==> src/rtl/jesd204b_pkg.sv <==
// jesd204b_pkg: shared state encodings and default parameters for the JESD204B link supervisor
package jesd204b_pkg;
    typedef enum logic [2:0] {
        IDLE        = 3'd0,
        WAIT_PHY    = 3'd1,
        WAIT_SYSREF = 3'd2,
        WAIT_SYNC   = 3'd3,
        LINK_UP     = 3'd4,
        RESYNC      = 3'd5,
        FAULT       = 3'd6
    } state_t;
    localparam int DEF_TIMEOUT_CYC   = 4096;
    localparam int DEF_SYNC_STABLE   = 16;
    localparam int DEF_RST_PULSE_CYC = 32;
    localparam int DEF_ERR_WINDOW    = 1024;
    localparam int DEF_ERR_THRESH    = 8;
    localparam int DEF_MAX_RETRY     = 7;
endpackage

==> src/rtl/jesd204b_err_window.sv <==
// jesd204b_err_window: counts RX error-counter changes per fixed window and flags a rate trip
module jesd204b_err_window import jesd204b_pkg::*; #(
    parameter int ERR_WINDOW = DEF_ERR_WINDOW,
    parameter int ERR_THRESH = DEF_ERR_THRESH
) (
    input  logic        clk,
    input  logic        reset,
    input  logic        clear,
    input  logic [31:0] err0,
    input  logic [31:0] err1,
    output logic        trip
);
    localparam int WW = $clog2(ERR_WINDOW);
    localparam int CW = $clog2(ERR_THRESH + 1);
    logic [31:0]   prev0_q, prev1_q;
    logic          hist_q;
    logic [WW-1:0] win_q, win_d;
    logic [CW-1:0] cnt_q, cnt_d;
    logic          evt, wrap;
    // history is only trusted after its first load, so reset release never fakes an event
    assign evt  = hist_q && (err0 != prev0_q || err1 != prev1_q);
    assign wrap = win_q == WW'(ERR_WINDOW - 1);
    assign trip = evt && (int'(cnt_q) + 1 >= ERR_THRESH);
    always_comb begin
        win_d = clear || wrap ? '0 : win_q + WW'(1);
        cnt_d = clear || wrap ? '0 : cnt_q + CW'(evt);
    end
    always_ff @(posedge clk) begin
        if (reset) begin
            prev0_q <= '0;
            prev1_q <= '0;
            hist_q  <= 1'b0;
            win_q   <= '0;
            cnt_q   <= '0;
        end else begin
            prev0_q <= err0;
            prev1_q <= err1;
            hist_q  <= 1'b1;
            win_q   <= win_d;
            cnt_q   <= cnt_d;
        end
    end
endmodule

==> src/rtl/jesd204b_link_supervisor.sv <==
// jesd204b_link_supervisor: brings up a JESD204B link, watches it for loss or error bursts,
// and retries with a link_reset pulse until a retry budget is exhausted.
module jesd204b_link_supervisor import jesd204b_pkg::*; #(
    parameter int TIMEOUT_CYC   = DEF_TIMEOUT_CYC,
    parameter int SYNC_STABLE   = DEF_SYNC_STABLE,
    parameter int RST_PULSE_CYC = DEF_RST_PULSE_CYC,
    parameter int ERR_WINDOW    = DEF_ERR_WINDOW,
    parameter int ERR_THRESH    = DEF_ERR_THRESH,
    parameter int MAX_RETRY     = DEF_MAX_RETRY
) (
    input  logic        clk,
    input  logic        reset,
    input  logic        enable,
    input  logic        clear_fault,
    input  logic        phy_ready,
    input  logic        sysref,
    input  logic        adc_sync_b,
    input  logic        dac_sync_b,
    input  logic [31:0] err_link_rx0,
    input  logic [31:0] err_link_rx1,
    output logic        link_reset,
    output logic        link_up,
    output logic        fault,
    output logic [2:0]  state,
    output logic [3:0]  retry_cnt,
    output logic [15:0] resync_total
);
    localparam int TW = $clog2((TIMEOUT_CYC > RST_PULSE_CYC ? TIMEOUT_CYC : RST_PULSE_CYC) + 1);
    localparam int SW = $clog2(SYNC_STABLE + 1);
    state_t        state_q, state_d;
    logic [TW-1:0] timer_q, timer_d;
    logic [SW-1:0] stable_q, stable_d;
    logic [3:0]    retry_q, retry_d;
    logic [15:0]   total_q, total_d;
    logic          sysref_q, link_reset_q, link_up_q, fault_q;
    logic          trip, go_rs, timeout, both;
    jesd204b_err_window #(.ERR_WINDOW(ERR_WINDOW), .ERR_THRESH(ERR_THRESH)) u_err (
        .clk   (clk),
        .reset (reset),
        .clear (state_q != LINK_UP),
        .err0  (err_link_rx0),
        .err1  (err_link_rx1),
        .trip  (trip)
    );
    assign timeout = timer_q == TW'(TIMEOUT_CYC - 1);
    assign both    = adc_sync_b & dac_sync_b;
    always_comb begin
        state_d  = state_q;
        stable_d = '0;
        retry_d  = retry_q;
        total_d  = total_q;
        go_rs    = 1'b0;
        if (!enable) state_d = IDLE;
        else begin
            // success is tested before the timeout in every WAIT_* state
            case (state_q)
                IDLE:        state_d = WAIT_PHY;
                WAIT_PHY:    if (phy_ready) state_d = WAIT_SYSREF; else go_rs = timeout;
                WAIT_SYSREF: if (sysref && !sysref_q) state_d = WAIT_SYNC; else go_rs = timeout;
                WAIT_SYNC: begin
                    stable_d = both ? stable_q + SW'(1) : '0;
                    if (stable_q == SW'(SYNC_STABLE)) state_d = LINK_UP; else go_rs = timeout;
                end
                LINK_UP: begin
                    go_rs = !phy_ready || !both || trip;
                    if (!go_rs && timeout) retry_d = '0;
                end
                RESYNC:      if (timer_q == TW'(RST_PULSE_CYC - 1)) state_d = WAIT_PHY;
                FAULT: begin
                    if (clear_fault) begin
                        state_d = WAIT_PHY;
                        retry_d = '0;
                    end
                end
                default:     state_d = IDLE;
            endcase
            if (go_rs && retry_q == 4'(MAX_RETRY)) state_d = FAULT;
            else if (go_rs) begin
                state_d = RESYNC;
                retry_d = &retry_q ? retry_q : retry_q + 4'd1;
                total_d = &total_q ? total_q : total_q + 16'd1;
            end
        end
        if (state_d == IDLE) retry_d = '0;
        if (state_d != state_q) stable_d = '0;
        timer_d = state_d != state_q ? '0 : &timer_q ? timer_q : timer_q + TW'(1);
    end
    always_ff @(posedge clk) begin
        if (reset) begin
            state_q      <= IDLE;
            timer_q      <= '0;
            stable_q     <= '0;
            retry_q      <= '0;
            total_q      <= '0;
            sysref_q     <= 1'b0;
            link_reset_q <= 1'b0;
            link_up_q    <= 1'b0;
            fault_q      <= 1'b0;
        end else begin
            state_q      <= state_d;
            timer_q      <= timer_d;
            stable_q     <= stable_d;
            retry_q      <= retry_d;
            total_q      <= total_d;
            sysref_q     <= sysref;
            link_reset_q <= state_d == RESYNC;
            link_up_q    <= state_d == LINK_UP;
            fault_q      <= state_d == FAULT;
        end
    end
    assign link_reset   = link_reset_q;
    assign link_up      = link_up_q;
    assign fault        = fault_q;
    assign state        = state_q;
    assign retry_cnt    = retry_q;
    assign resync_total = total_q;
endmodule

==> config.mk <==
export PLATFORM = sky130hd
export DESIGN_NAME = jesd204b_link_supervisor
export DESIGN_NICKNAME = d
export VERILOG_FILES = /design/src/rtl/jesd204b_pkg.sv /design/src/rtl/jesd204b_err_window.sv /design/src/rtl/jesd204b_link_supervisor.sv
export SDC_FILE = /design/constraint.sdc
export NUM_CORES = 1
export LEC_CHECK = 0
export ABC_AREA = 1
export BUFFER_PORTS_ARGS = -buffer_cell sky130_fd_sc_hd__buf_2
export CAP_MARGIN = 20
export CORE_ASPECT_RATIO = 1.2
export CORE_MARGIN = 5
export CORE_UTILIZATION = 57
export DETAILED_ROUTE_END_ITERATION = 16
export GPL_ROUTABILITY_DRIVEN = 0
export HOLD_SLACK_MARGIN = 0.1
export PLACE_DENSITY = 0.9
export RECOVER_POWER = 25
export SYNTH_ARGS = -nofsm -noshare
export SYNTH_HDL_FRONTEND = slang
export SYNTH_SLANG_ARGS = --single-unit
==> constraint.sdc <==
create_clock -name clk -period 2.4 [get_ports clk]
set_clock_uncertainty 0.05 [all_clocks]
set_input_delay 0.24 -clock clk [delete_from_list [all_inputs] [get_ports clk]]
set_output_delay 0.24 -clock clk [all_outputs]
set_load 0.005 [all_outputs]
==> summary.md, run 1 <==
| Metric | Value |
|---|---|
| Status | complete, but fails checks |
| Failing checks | capacitance limit, slew limit, setup timing |
| VDD IR-drop max | 469 uV |
| Hold slack | 0.113 ns |
| Via density per instance | 5.14 |
| Worst r2r src | u_err.prev0_q[17] |
| Post-Syn Nets | 982 |
| Largest family of logic cells by synthesized area | simple AND/OR/NAND/NOR gates |
| Worst Path Required | 2.70 ns |
| Largest net degree at the start of global routing | 49 |
| Final net count | 1124 |
| Hold path cells | 3 |
| Post-Synth Adder-Cell Area | 0.0165 |
| R2r worst-path depth | 19 |
| Tot Pwr | 0.00526 W |
| Vias in the first global route | 6417 |
| Initial core utilization | 0.580 |
| CTS sink cnt | 124 |
| Place WS | 0.0632 ns |
| Area of the multi-input gates | 3020 um2 |
| Synthesis-stage register bit count | 124 |
| P&R area growth vs syn | 33.3% |
| Post-Synth Simple-Gate Area | 0.364 |
| Final Slew Violations | 49 |
| Final setup viols | 22 |
| Mux cell area share after synthesis | 0.00165 |
| Clk Latency, worst-skew pair | 0.42 ns |
| Top cells by area, synth | dfxtp_1, nand2_1, nor2_1, inv_1, xor2_1 |
| Crit path time final | 2.51 ns |
| Total GRT Usage | 0.274 |
| Num CTS Buffers | 17 |
| Fmax | 399 MHz |
| Max_cap viols | 1 |
| Clock-pin slew on the worst setup and hold paths | 0.06 ns |
| Synth Area in Compound Gates | 0.0344 |
| Post-Layout Cell Count | 1185 |
| H-tree depth | 4 |
| Count leader, synth | nand2_1 |
| DR DRC count | 0 |
| Setup Crit Path Kind | flop to flop |
| Crit Path Max Fanout | 5 |
| Post-Synthesis Cells | 902 |
| P_int | 0.00403 W |
| Pwr dens | 650 nW/um2 |
| Power share of the combinational group | 0.100 |
| Post-synth cell types | 42 |
| Min-Delay Endpoint | u_err.prev0_q[13] |
| Rows | 41 |
| Final WS setup | -0.108 ns |
| CP startpoint kind | flop |
| Die H | 123 um |
| IO Port Bufs | 97 |
| Cell area after synthesis | 6070 um2 |
| Sw Share | 0.233 |
| Filler cells | 711 |
| Dominant synthesized flop cell | dfxtp_1 |
| Sequential-to-total area share from yosys stat | 0.409 |
| Core area | 10500 um2 |
| Ports | 98 |
| Detailed Route WL | 17700 um |
| Critical path arrival | 2.81 ns |
| Initial DRT Pass Iterations | 5 |
| Flop pwr share | 0.413 |
| XOR/XNOR Fraction of Synth Area | 0.0563 |
| Top cell type's share of synthesized area | 0.409 |
| Final-report hold violation count | 0 |
| Total congestion overflow | 0 |
| 1st-iter DRT viols | 383 |
| Avg Inst Size Synth | 6.73 um2 |
| Wire length per cell | 14.9 um |
| Detailed Place HPWL | 9620 um |
| Net Sw Power | 0.00123 W |
| Yosys synthesis warning count | 0 |
| DP Cell Count | 1128 |
| Min-Delay Path Class | input pin to flop |
| Period utilization | 1.04 |
| Final ANT Viol Nets | 0 |
| R2R setup slack | -0.11 ns |
| Critical Path Sink Type | flop |
| Reg area | 2510 um2 |
| Max-slew headroom | -0.440 |
| Clock power share | 0.487 |
| Root buffer cell | clkbuf_16 |
| Ratio of cells with drive above 1 in the final layout | 0.199 |
| FF-to-FF End | timer_q[2] |
| Leading area contributor after synthesis | dfxtp_1 |
| Die span in x | 104 um |
| Top cells by count, synth | nand2_1, nor2_1, inv_1 |
| Worst-Margin Slew | 2.16 ns |
| Clk buf depth | 2 |
| Die area | 12800 um2 |
| Fraction of registers with async set/reset | 0 |
| Static Leak | 4.14 nW |
| First-pass GRT wire length | 28500 um |
| Hold Crit Start | err_link_rx0[13] |
| Setup repair after global routing missed its margin | true |
| Post-synth EDFFs | 0 |
| CTS tree | built |
| Initial antenna violation count | 1 |
| Setup TNS | -1.56 ns |
| DR vias | 6085 |
[cell families (layout without fill, tap and decap cells)]
kind of cell	count (synthesis)	after routing
AO/OA/AOI/OAI	33	33
XOR/XNOR	39	39
adder cells (fa/ha/maj)	8	8
buffers and inverters	184	337
flip-flops	124	124
multiplexers	1	1
other	0	1
AND/OR/NAND/NOR	513	513
[worst max-delay path by stage]
stage,slack (ns),start,to
6_report,-0.11,u_err.prev0_q[17],timer_q[2]
3_5_place_dp,0.06,err_link_rx1[15],timer_q[10]
4_1_cts,0.01,stable_q[0],timer_q[10]
2_1_floorplan,0.23,timer_q[0],timer_q[11]
3_3_place_gp,0.10,err_link_rx1[29],timer_q[10]
5_1_grt,-0.22,u_err.prev0_q[17],timer_q[3]
[area by class of cell]
class / count / area share
multi-input cells: 594 / 0.373
clock buffers: 21 / 0.0569
diodes: 1 / 0.000310
inverters: 170 / 0.0792
repair buffers: 137 / 0.145
flip-flops and latches: 124 / 0.310
clock inverters: 9 / 0.0149
well taps: 129 / 0.0200
[placed cells by master, fill, tap and decap left out, types with 19 or more instances in the layout]
| cell type | Yosys | layout |
|---|---|---|
| buf_2 | 1 | 55 |
| dfxtp_1 | 124 | 107 |
| dlygate4sd3_1 | 0 | 27 |
| dlymetal6s4s_1 | 0 | 38 |
| inv_1 | 144 | 140 |
| inv_2 | 24 | 28 |
| nand2_1 | 247 | 236 |
| nand3_1 | 31 | 30 |
| nor2_1 | 173 | 156 |
| nor3_1 | 20 | 19 |
| xor2_1 | 28 | 28 |
[power groups by stage]
stage	sequential (W)	clock, W	combinational (W)
global route	0.00217	0.00267	0.000588
finish	0.00217	0.00256	0.000528
floorplan	0.00219	0	0.000256
global placement	0.00220	0	0.000377
CTS	0.00216	0.00255	0.000481
detailed placement	0.00220	0	0.000390
[per-layer routing]
metal / vias to the layer above / track usage / wire [um]
met5: - / 0 / 0
met4: 0 / 0.179 / 1040
met3: 93 / 0.0674 / 923
met2: 249 / 0.514 / 9400
met1: 2770 / 0.268 / 6300
li1: 2973 / - / -
[per-stage QoR]
stage / utilization / instance area [um2]
after detailed placement: 0.646 / 6760
after global routing: 0.773 / 8090
after CTS: 0.764 / 8000
after global placement: 0.646 / 6760
after floorplan: - / 6070
final: 0.773 / 8090
[registers in the layout (all words and copies together) (netlist names)]
name           cells
resync_total      16
timer_q           13
stable_q           5
state              3
link_reset         1
u_err.prev1_q     32
fault              1
retry_cnt          4
u_err.cnt_q        4
link_up            1
sysref_q           1
u_err.prev0_q     32
u_err.hist_q       1
u_err.win_q       10
[worst max-delay path, stage by stage, from the launching register on]
cell and delay, ns:
dfxtp_2 0.35, inv_1 0.05, nand2_1 0.05, nand2_1 0.13, nor2_2 0.15, nand2_1 0.09
nor2_2 0.12, nand2_1 0.09, nor2_1 0.14, nand2_1 0.08, nand3_2 0.08, nand2_4 0.07
a21boi_4 0.20, nand2_1 0.11, nand3_2 0.11, nand2_1 0.07, nand2_2 0.09, nand3_4 0.11
clkbuf_16 0.21, nor2_4 0.07
[repair_timing]
action / CTS / global route
cloned: 0 / 1
endpoints found under the hold margin: 65 / 0
resized for setup: 2 / 101
setup endpoints to repair: 10 / 43
pin swaps: 0 / 52
buffers inserted: 0 / 2
hold buffers: 65 / 0
Power figures use the tool's default switching activity.
==> run 2: changes to the inputs <==
--- a/config.mk
+++ b/config.mk
@@ -5,17 +5,17 @@
 export SDC_FILE = /design/constraint.sdc
 export NUM_CORES = 1
 export LEC_CHECK = 0
-export ABC_AREA = 1
 export BUFFER_PORTS_ARGS = -buffer_cell sky130_fd_sc_hd__buf_2
 export CAP_MARGIN = 20
 export CORE_ASPECT_RATIO = 1.2
 export CORE_MARGIN = 5
-export CORE_UTILIZATION = 57
+export CORE_UTILIZATION = 55
 export DETAILED_ROUTE_END_ITERATION = 16
 export GPL_ROUTABILITY_DRIVEN = 0
 export HOLD_SLACK_MARGIN = 0.1
-export PLACE_DENSITY = 0.9
+export PLACE_DENSITY = 0.89
 export RECOVER_POWER = 25
+export SETUP_SLACK_MARGIN = 0.3
 export SYNTH_ARGS = -nofsm -noshare
 export SYNTH_HDL_FRONTEND = slang
 export SYNTH_SLANG_ARGS = --single-unit
==> summary.md, run 2 <==
| Metric | Value |
|---|---|
| Status | complete, but fails checks |
| Failing checks | setup timing |
| Setup Crit Path Kind | flop to flop |
| Clk buf depth | 2 (unchanged) |
| CTS tree | built |
| Worst-Margin Slew | 0.714 ns (-1.45 ns) |
| Final Util | 0.836 (+0.0634) |
| Sequential-to-total area share from yosys stat | 0.465 (+0.0556) |
| Final net count | 862 (-23%) |
| H-tree depth | 4 (unchanged) |
| DR vias | 5593 (-8.1%) |
| CP startpoint kind | flop |
| Fmax | 343 MHz (-14%) |
| Vias in the first global route | 5686 (-11%) |
| IO Port Bufs | 97 (unchanged) |
| Final WS setup | -0.515 ns (-0.407 ns) |
| Core area | 9520 um2 (-9.1%) |
| Cell Area, Placed | 6230 um2 (-7.9%) |
| Post-Layout Cell Count | 915 (-23%) |
| Die span in x | 100 um (-4.1%) |
| Max_cap viols | 0 (-1) |
| Critical Path Sink Type | flop |
| R2R setup slack | -0.51 ns (-0.41 ns) |
| Post-synth EDFFs | 0 (unchanged) |
| Static Leak | 3.08 nW (-26%) |
| Place WS | -0.323 ns (-0.386 ns) |
| Cell area after synthesis | 5340 um2 (-12%) |
| Worst Path Required | 2.69 ns (about the same) |
| Initial core utilization | 0.561 (-0.0184) |
| Leading area contributor after synthesis | dfxtp_1 |
| Yosys synthesis warning count | 0 (unchanged) |
| Ports | 98 (unchanged) |
| Top cell type's share of synthesized area | 0.465 (+0.0556) |
| Most frequent cells in the layout | dfxtp_1, buf_2, nor2b_1, dlygate4sd3_1, xnor2_1 |
| Top cells by area, synth | dfxtp_1, xnor2_1, nor2b_1, xor2_1, nand4_1 |
| Reg area | 2500 um2 (-0.40%) |
| Final design area excluding fillers | 7960 um2 (-1.6%) |
| Root buffer cell | clkbuf_16 |
| Ant. Diodes | 0 (-1) |
| Crit path time final | 2.91 ns (+0.407 ns) |
| Setup TNS | -13.46 ns (-11.90 ns) |
| P&R area growth vs syn | 48.9% |
| Final Slew Violations | 0 (-100%) |
| CTS sink cnt | 124 (unchanged) |
| Hold path cells | 5 (+2) |
| Die area | 11800 um2 (-8.0%) |
| Total congestion overflow | 0 (unchanged) |
| Final-report hold violation count | 0 (unchanged) |
| VDD IR-drop max | 748 uV (+59%) |
| Clk Latency, worst-skew pair | 0.43 ns (about the same) |
| Top cells by count, synth | dfxtp_1, xnor2_1, nor2b_1 |
| Max-slew headroom | 0.524 (+0.963) |
| Filler cells | 453 (-36%) |
| Post-Syn Nets | 641 (-35%) |
| Final ANT Viol Nets | 0 (unchanged) |
| Num CTS Buffers | 17 (unchanged) |
| Wire length per cell | 22.7 um (+52%) |
| Min-Delay Path Class | input pin to flop |
| Detailed Place HPWL | 9070 um (-5.7%) |
| Dominant synthesized flop cell | dfxtp_1 |
| Detailed Route WL | 20700 um (+17%) |
| Fraction of registers with async set/reset | 0 (unchanged) |
| 1st-iter DRT viols | 573 (+50%) |
| Die H | 118 um (-4.1%) |
| Largest net degree at the start of global routing | 67 (+37%) |
| Clock-pin slew on the worst setup and hold paths | 0.06 ns (about the same) |
| Pwr dens | 668 nW/um2 (+2.7%) |
| Ratio of cells with drive above 1 in the final layout | 0.299 (+0.100) |
| Area of the multi-input gates | 3040 um2 (+0.66%) |
| Hold Crit Start | dac_sync_b |
| Initial DRT Pass Iterations | 6 (+1) |
| Avg Inst Size Synth | 9.52 um2 (+42%) |
| Most common cell after layout, fill and taps aside | dfxtp_1 |
| First-pass GRT wire length | 29400 um (+3.1%) |
| Critical path arrival | 3.20 ns (+0.39 ns) |
| Count leader, synth | dfxtp_1 |
| Synthesis-stage register bit count | 124 (unchanged) |
| Post-synth cell types | 50 (+19%) |
| Initial antenna violation count | 1 (unchanged) |
| FF-to-FF End | timer_q[9] |
| Crit Path Max Fanout | 13 (+8) |
| Worst r2r src | u_err.prev0_q[11] |
| Min-Delay Endpoint | stable_q[4] |
| Period utilization | 1.21 (+0.170) |
| Total GRT Usage | 0.317 (+0.0426) |
| DP Cell Count | 807 (-28%) |
| Rows | 39 (-4.9%) |
| Via density per instance | 6.11 (+19%) |
| DR DRC count | 0 (unchanged) |
| Final setup viols | 43 (+95%) |
| Post-Synthesis Cells | 561 (-38%) |
| Setup repair after global routing missed its margin | true |
| R2r worst-path depth | 10 (-9) |
## run 2: cell types whose count changed after synthesis, moves of 24 or more
cell,delta
nand2_1,-221
inv_2,-24
nor2_1,-134
xnor2_1,+63
nor2b_1,+67
inv_1,-131
## run 2: cell type report
| type | count | share of cell area |
|---|---|---|
| sequential | 124 | 0.314 |
| clock inverter | 7 | 0.0146 |
| tap | 123 | 0.0193 |
| clock buffer | 22 | 0.0584 |
| multi-input combinational | 403 | 0.382 |
| timing repair buffer | 223 | 0.206 |
| inverter | 13 | 0.00613 |
## run 2: how the worst max path moves through the flow
stage	depth (start not counted)	end	slack (ns)	startpoint
finish	10	timer_q[9]	-0.51	u_err.prev0_q[11]
CTS	9	timer_q[9]	-0.15	u_err.prev1_q[22]
floorplan	12	timer_q[2]	-0.15	stable_q[0]
detailed placement	11	timer_q[1]	-0.32	err_link_rx0[7]
global route	10	timer_q[9]	-0.60	u_err.prev0_q[6]
global placement	10	timer_q[1]	-0.23	err_link_rx1[24]
## run 2: what timing repair did
| item | in CTS | in global routing |
|---|---|---|
| pin swaps | 26 | 15 |
| setup endpoints to repair | 46 | 47 |
| endpoints found under the hold margin | 66 | 0 |
| gates cloned | 1 | 0 |
| setup buffers | 10 | 2 |
| hold buffers | 66 | 0 |
| resized for setup | 53 | 40 |
## run 2: routing by layer
layer  GRT usage  wire (um)  vias up
met2       0.568      10500      448
met1       0.321       7020     2627
met3      0.0836       1680      144
li1            -          -     2374
met5           0          0        -
met4       0.189       1490        0
## run 2: cells by family after synthesis
group / count (synthesis) / synth area share
simple gates: 230 / 0.242
flops: 124 / 0.465
xor+xnor: 93 / 0.152
compound gates: 67 / 0.0829
buf+inv: 34 / 0.0293
fa+ha+maj: 8 / 0.0187
mux: 5 / 0.00937
## run 2: per-stage QoR
step | power, W | hold slack, ns
after global routing | 0.00541 | 0.236
final | 0.00531 | 0.209
after CTS | 0.00513 | 0.182
after detailed placement | 0.00252 | 0.398
after global placement | 0.00250 | 0.380
after floorplan | 0.00239 | 0.275
## run 2: critical path, stage by stage (launching register included)
cell	delay [ns]
dfxtp_1	0.33
xnor2_1	0.18
nand4_1	0.13
nor4_2	0.41
buf_4	0.18
nand4_1	0.17
and3_4	0.23
or4_4	0.43
a211o_1	0.35
buf_6	0.19
a21oi_1	0.19
## run 2: where the power goes
group,switching (W),total (W),internal [W]
logic,0.000236,0.000497,0.000261
clock network,0.000972,0.00264,0.00167
registers,0.0000477,0.00217,0.00213
==> run 3: changes to the inputs <==
--- a/config.mk
+++ b/config.mk
@@ -7,9 +7,11 @@
 export LEC_CHECK = 0
 export BUFFER_PORTS_ARGS = -buffer_cell sky130_fd_sc_hd__buf_2
 export CAP_MARGIN = 20
+export CELL_PAD_IN_SITES_DETAIL_PLACEMENT = 1
+export CELL_PAD_IN_SITES_GLOBAL_PLACEMENT = 2
 export CORE_ASPECT_RATIO = 1.2
-export CORE_MARGIN = 5
-export CORE_UTILIZATION = 55
+export CORE_MARGIN = 10
+export CORE_UTILIZATION = 34
 export DETAILED_ROUTE_END_ITERATION = 16
 export GPL_ROUTABILITY_DRIVEN = 0
 export HOLD_SLACK_MARGIN = 0.1
==> summary.md, run 3 (same netlist as run 2, synthesis figures left out) <==
| Metric | Value |
|---|---|
| Setup Crit Path Kind | flop to flop |
| CP startpoint kind | flop |
| CTS tree | built |
| Wire length per cell | 19.5 um (-14%) |
| IO Port Bufs | 97 (unchanged) |
| Final WS setup | -0.464 ns (+0.0504 ns) |
| Initial DRT Pass Iterations | 5 (-1) |
| Critical Path, Cell by Cell | xnor2_2, nand4_1, nor4_2, buf_4, nand4_1, and3_4, or4_4, a211o_4, buf_6, nor3b_2 |
| Ratio of cells with drive above 1 in the final layout | 0.331 (+0.0316) |
| Final setup viols | 44 (+2.3%) |
| DR DRC count | 0 (unchanged) |
| Post-Layout Cell Count | 1016 (+11%) |
| Failing checks | capacitance limit, slew limit, setup timing |
| Clk Latency, worst-skew pair | 0.43 ns (about the same) |
| Num CTS Buffers | 17 (unchanged) |
| Status | complete, but fails checks |
| P&R area growth vs syn | 54.6% |
| DP Cell Count | 901 (+12%) |
| Crit path largest cell delay | 0.43 ns (about the same) |
| Clock-pin slew on the worst setup and hold paths | 0.06 ns (about the same) |
| Initial core utilization | 0.344 (-0.217) |
| Final Slew Violations | 34 (+34) |
| 1st-iter DRT viols | 243 (-58%) |
| Slowest stage cell, crit path | or4_4 |
| Tot Pwr | 0.00553 W (+4.2%) |
| Final Util | 0.532 (-0.304) |
| Clk buf depth | 2 (unchanged) |
| Detailed Route WL | 19800 um (-4.4%) |
| Final design area excluding fillers | 8260 um2 (+3.8%) |
| Crit Path Max Fanout | 5 (-8) |
| Cell Area, Placed | 6410 um2 (+3.0%) |
| Via density per instance | 4.95 (-19%) |
| Setup repair after global routing missed its margin | true |
| VDD IR-drop max | 409 uV (-45%) |
| Min-Delay Path Class | input pin to flop |
| Most common cell after layout, fill and taps aside | dfxtp_1 |
| Initial antenna violation count | 1 (unchanged) |
| Core area | 15500 um2 (+63%) |
| Critical Path Sink Type | flop |
| Vias in the first global route | 5851 (+2.9%) |
| H-tree depth | 4 (unchanged) |
| DR vias | 5032 (-10%) |
| Period utilization | 1.19 (-0.0210) |
| Crit path time final | 2.86 ns (-0.0504 ns) |
| Root buffer cell | clkbuf_16 |
| Die area | 21100 um2 (+79%) |
| Worst-Margin Slew | 1.71 ns (+0.996 ns) |
| Final ANT Viol Nets | 0 (unchanged) |
| Pwr dens | 670 nW/um2 (+0.38%) |
| Detailed Place HPWL | 11400 um (+25%) |
| Static Leak | 3.20 nW (+3.8%) |
| Fmax | 349 MHz (+1.8%) |
| Worst Path Required | 2.69 ns (about the same) |
| First-pass GRT wire length | 31100 um (+5.8%) |
| Ports | 98 (unchanged) |
| Die H | 157 um (+33%) |
| Die span in x | 134 um (+34%) |
| Most frequent cells in the layout | dfxtp_1, buf_2, nor2b_1, dlygate4sd3_1, xnor2_1 |
| Final net count | 874 (+1.4%) |
| Final-report hold violation count | 0 (unchanged) |
| Max-slew headroom | -0.140 (-0.664) |
| Rows | 50 (+28%) |
| Critical path arrival | 3.16 ns (-0.04 ns) |
| Max_cap viols | 1 (+1) |
| Setup TNS | -14.16 ns (-0.707 ns) |
| Largest net degree at the start of global routing | 54 (-19%) |
| CTS sink cnt | 124 (unchanged) |
| Total congestion overflow | 0 (unchanged) |
| Total GRT Usage | 0.187 (-0.130) |
| Most used cell, CP | nand4_1 |
## run 3: cell types whose count changed in the layout (fill, tap and decap cells not counted), sizes merged
cell	change
buf	+22
clkbuf	-13
bufinv	+2
clkinv	+2
clkinvlp	+1
diode	+1
inv	+1
## run 3: report_power, final
part | switching, W | leakage [nW] | internal (W)
sequential | 0.0000400 | 1.02 | 0.00212
combinational | 0.000222 | 1.86 | 0.000269
clock | 0.00100 | 0.314 | 0.00188
total | 0.00126 | 3.20 | 0.00427
## run 3: stage by stage
| step | hold WS, ns | setup WS (ns) |
|---|---|---|
| 2_1_floorplan | 0.275 | -0.151 |
| 5_1_grt | 0.160 | -0.565 |
| 3_3_place_gp | 0.379 | -0.300 |
| 6_report | 0.158 | -0.464 |
| 3_5_place_dp | 0.400 | -0.363 |
| 4_1_cts | 0.125 | -0.250 |
## run 3: per-layer routing
| metal | vias up | global-route usage | part of all wire |
|---|---|---|---|
| li1 | 2395 | - | - |
| met1 | 2489 | 0.191 | 0.39 |
| met2 | 119 | 0.347 | 0.54 |
| met3 | 29 | 0.0561 | 0.047 |
| met4 | 0 | 0.0742 | 0.019 |
| met5 | - | 0 | 0 |
## run 3: path summary, 6_finish.rpt
check,start,end,slack (ns),cells after the start
worst max-delay path,u_err.prev0_q[3],stable_q[0],-0.46,10
worst min-delay path,enable,state[1],0.16,2
worst max register to register,u_err.prev0_q[3],stable_q[0],-0.46,10
worst min register to register,u_err.win_q[0],u_err.win_q[0],0.41,1
## run 3: what timing repair did
| action | CTS | global route |
|---|---|---|
| buffers inserted | 12 | 2 |
| pin swaps | 43 | 35 |
| endpoints found under the hold margin | 66 | 0 |
| cloned | 2 | 0 |
| resized for setup | 69 | 33 |
| endpoints found under the setup margin | 46 | 47 |
| hold buffers | 66 | 0 |
## run 3: final cells by class
type,count,area [um2]
Timing Repair Buffer,235,1770
Antenna cell,1,2.50
Inverter,13,48.8
Clock inverter,13,214
Sequential cell,124,2500
Multi-Input combinational cell,403,3030
Tap cell,208,260
Fill cell,1775,7260
Clock buffer,19,443
## run 3: worst max-delay path, delay by kind of cell, from the launching register on
family | cells | cell delay (ns)
and+or+nand+nor | 6 | 1.52
AOI/OAI and AO/OA | 1 | 0.38
DFF | 1 | 0.33
buffers and inverters | 2 | 0.32
xor gates and xnor gates | 1 | 0.19
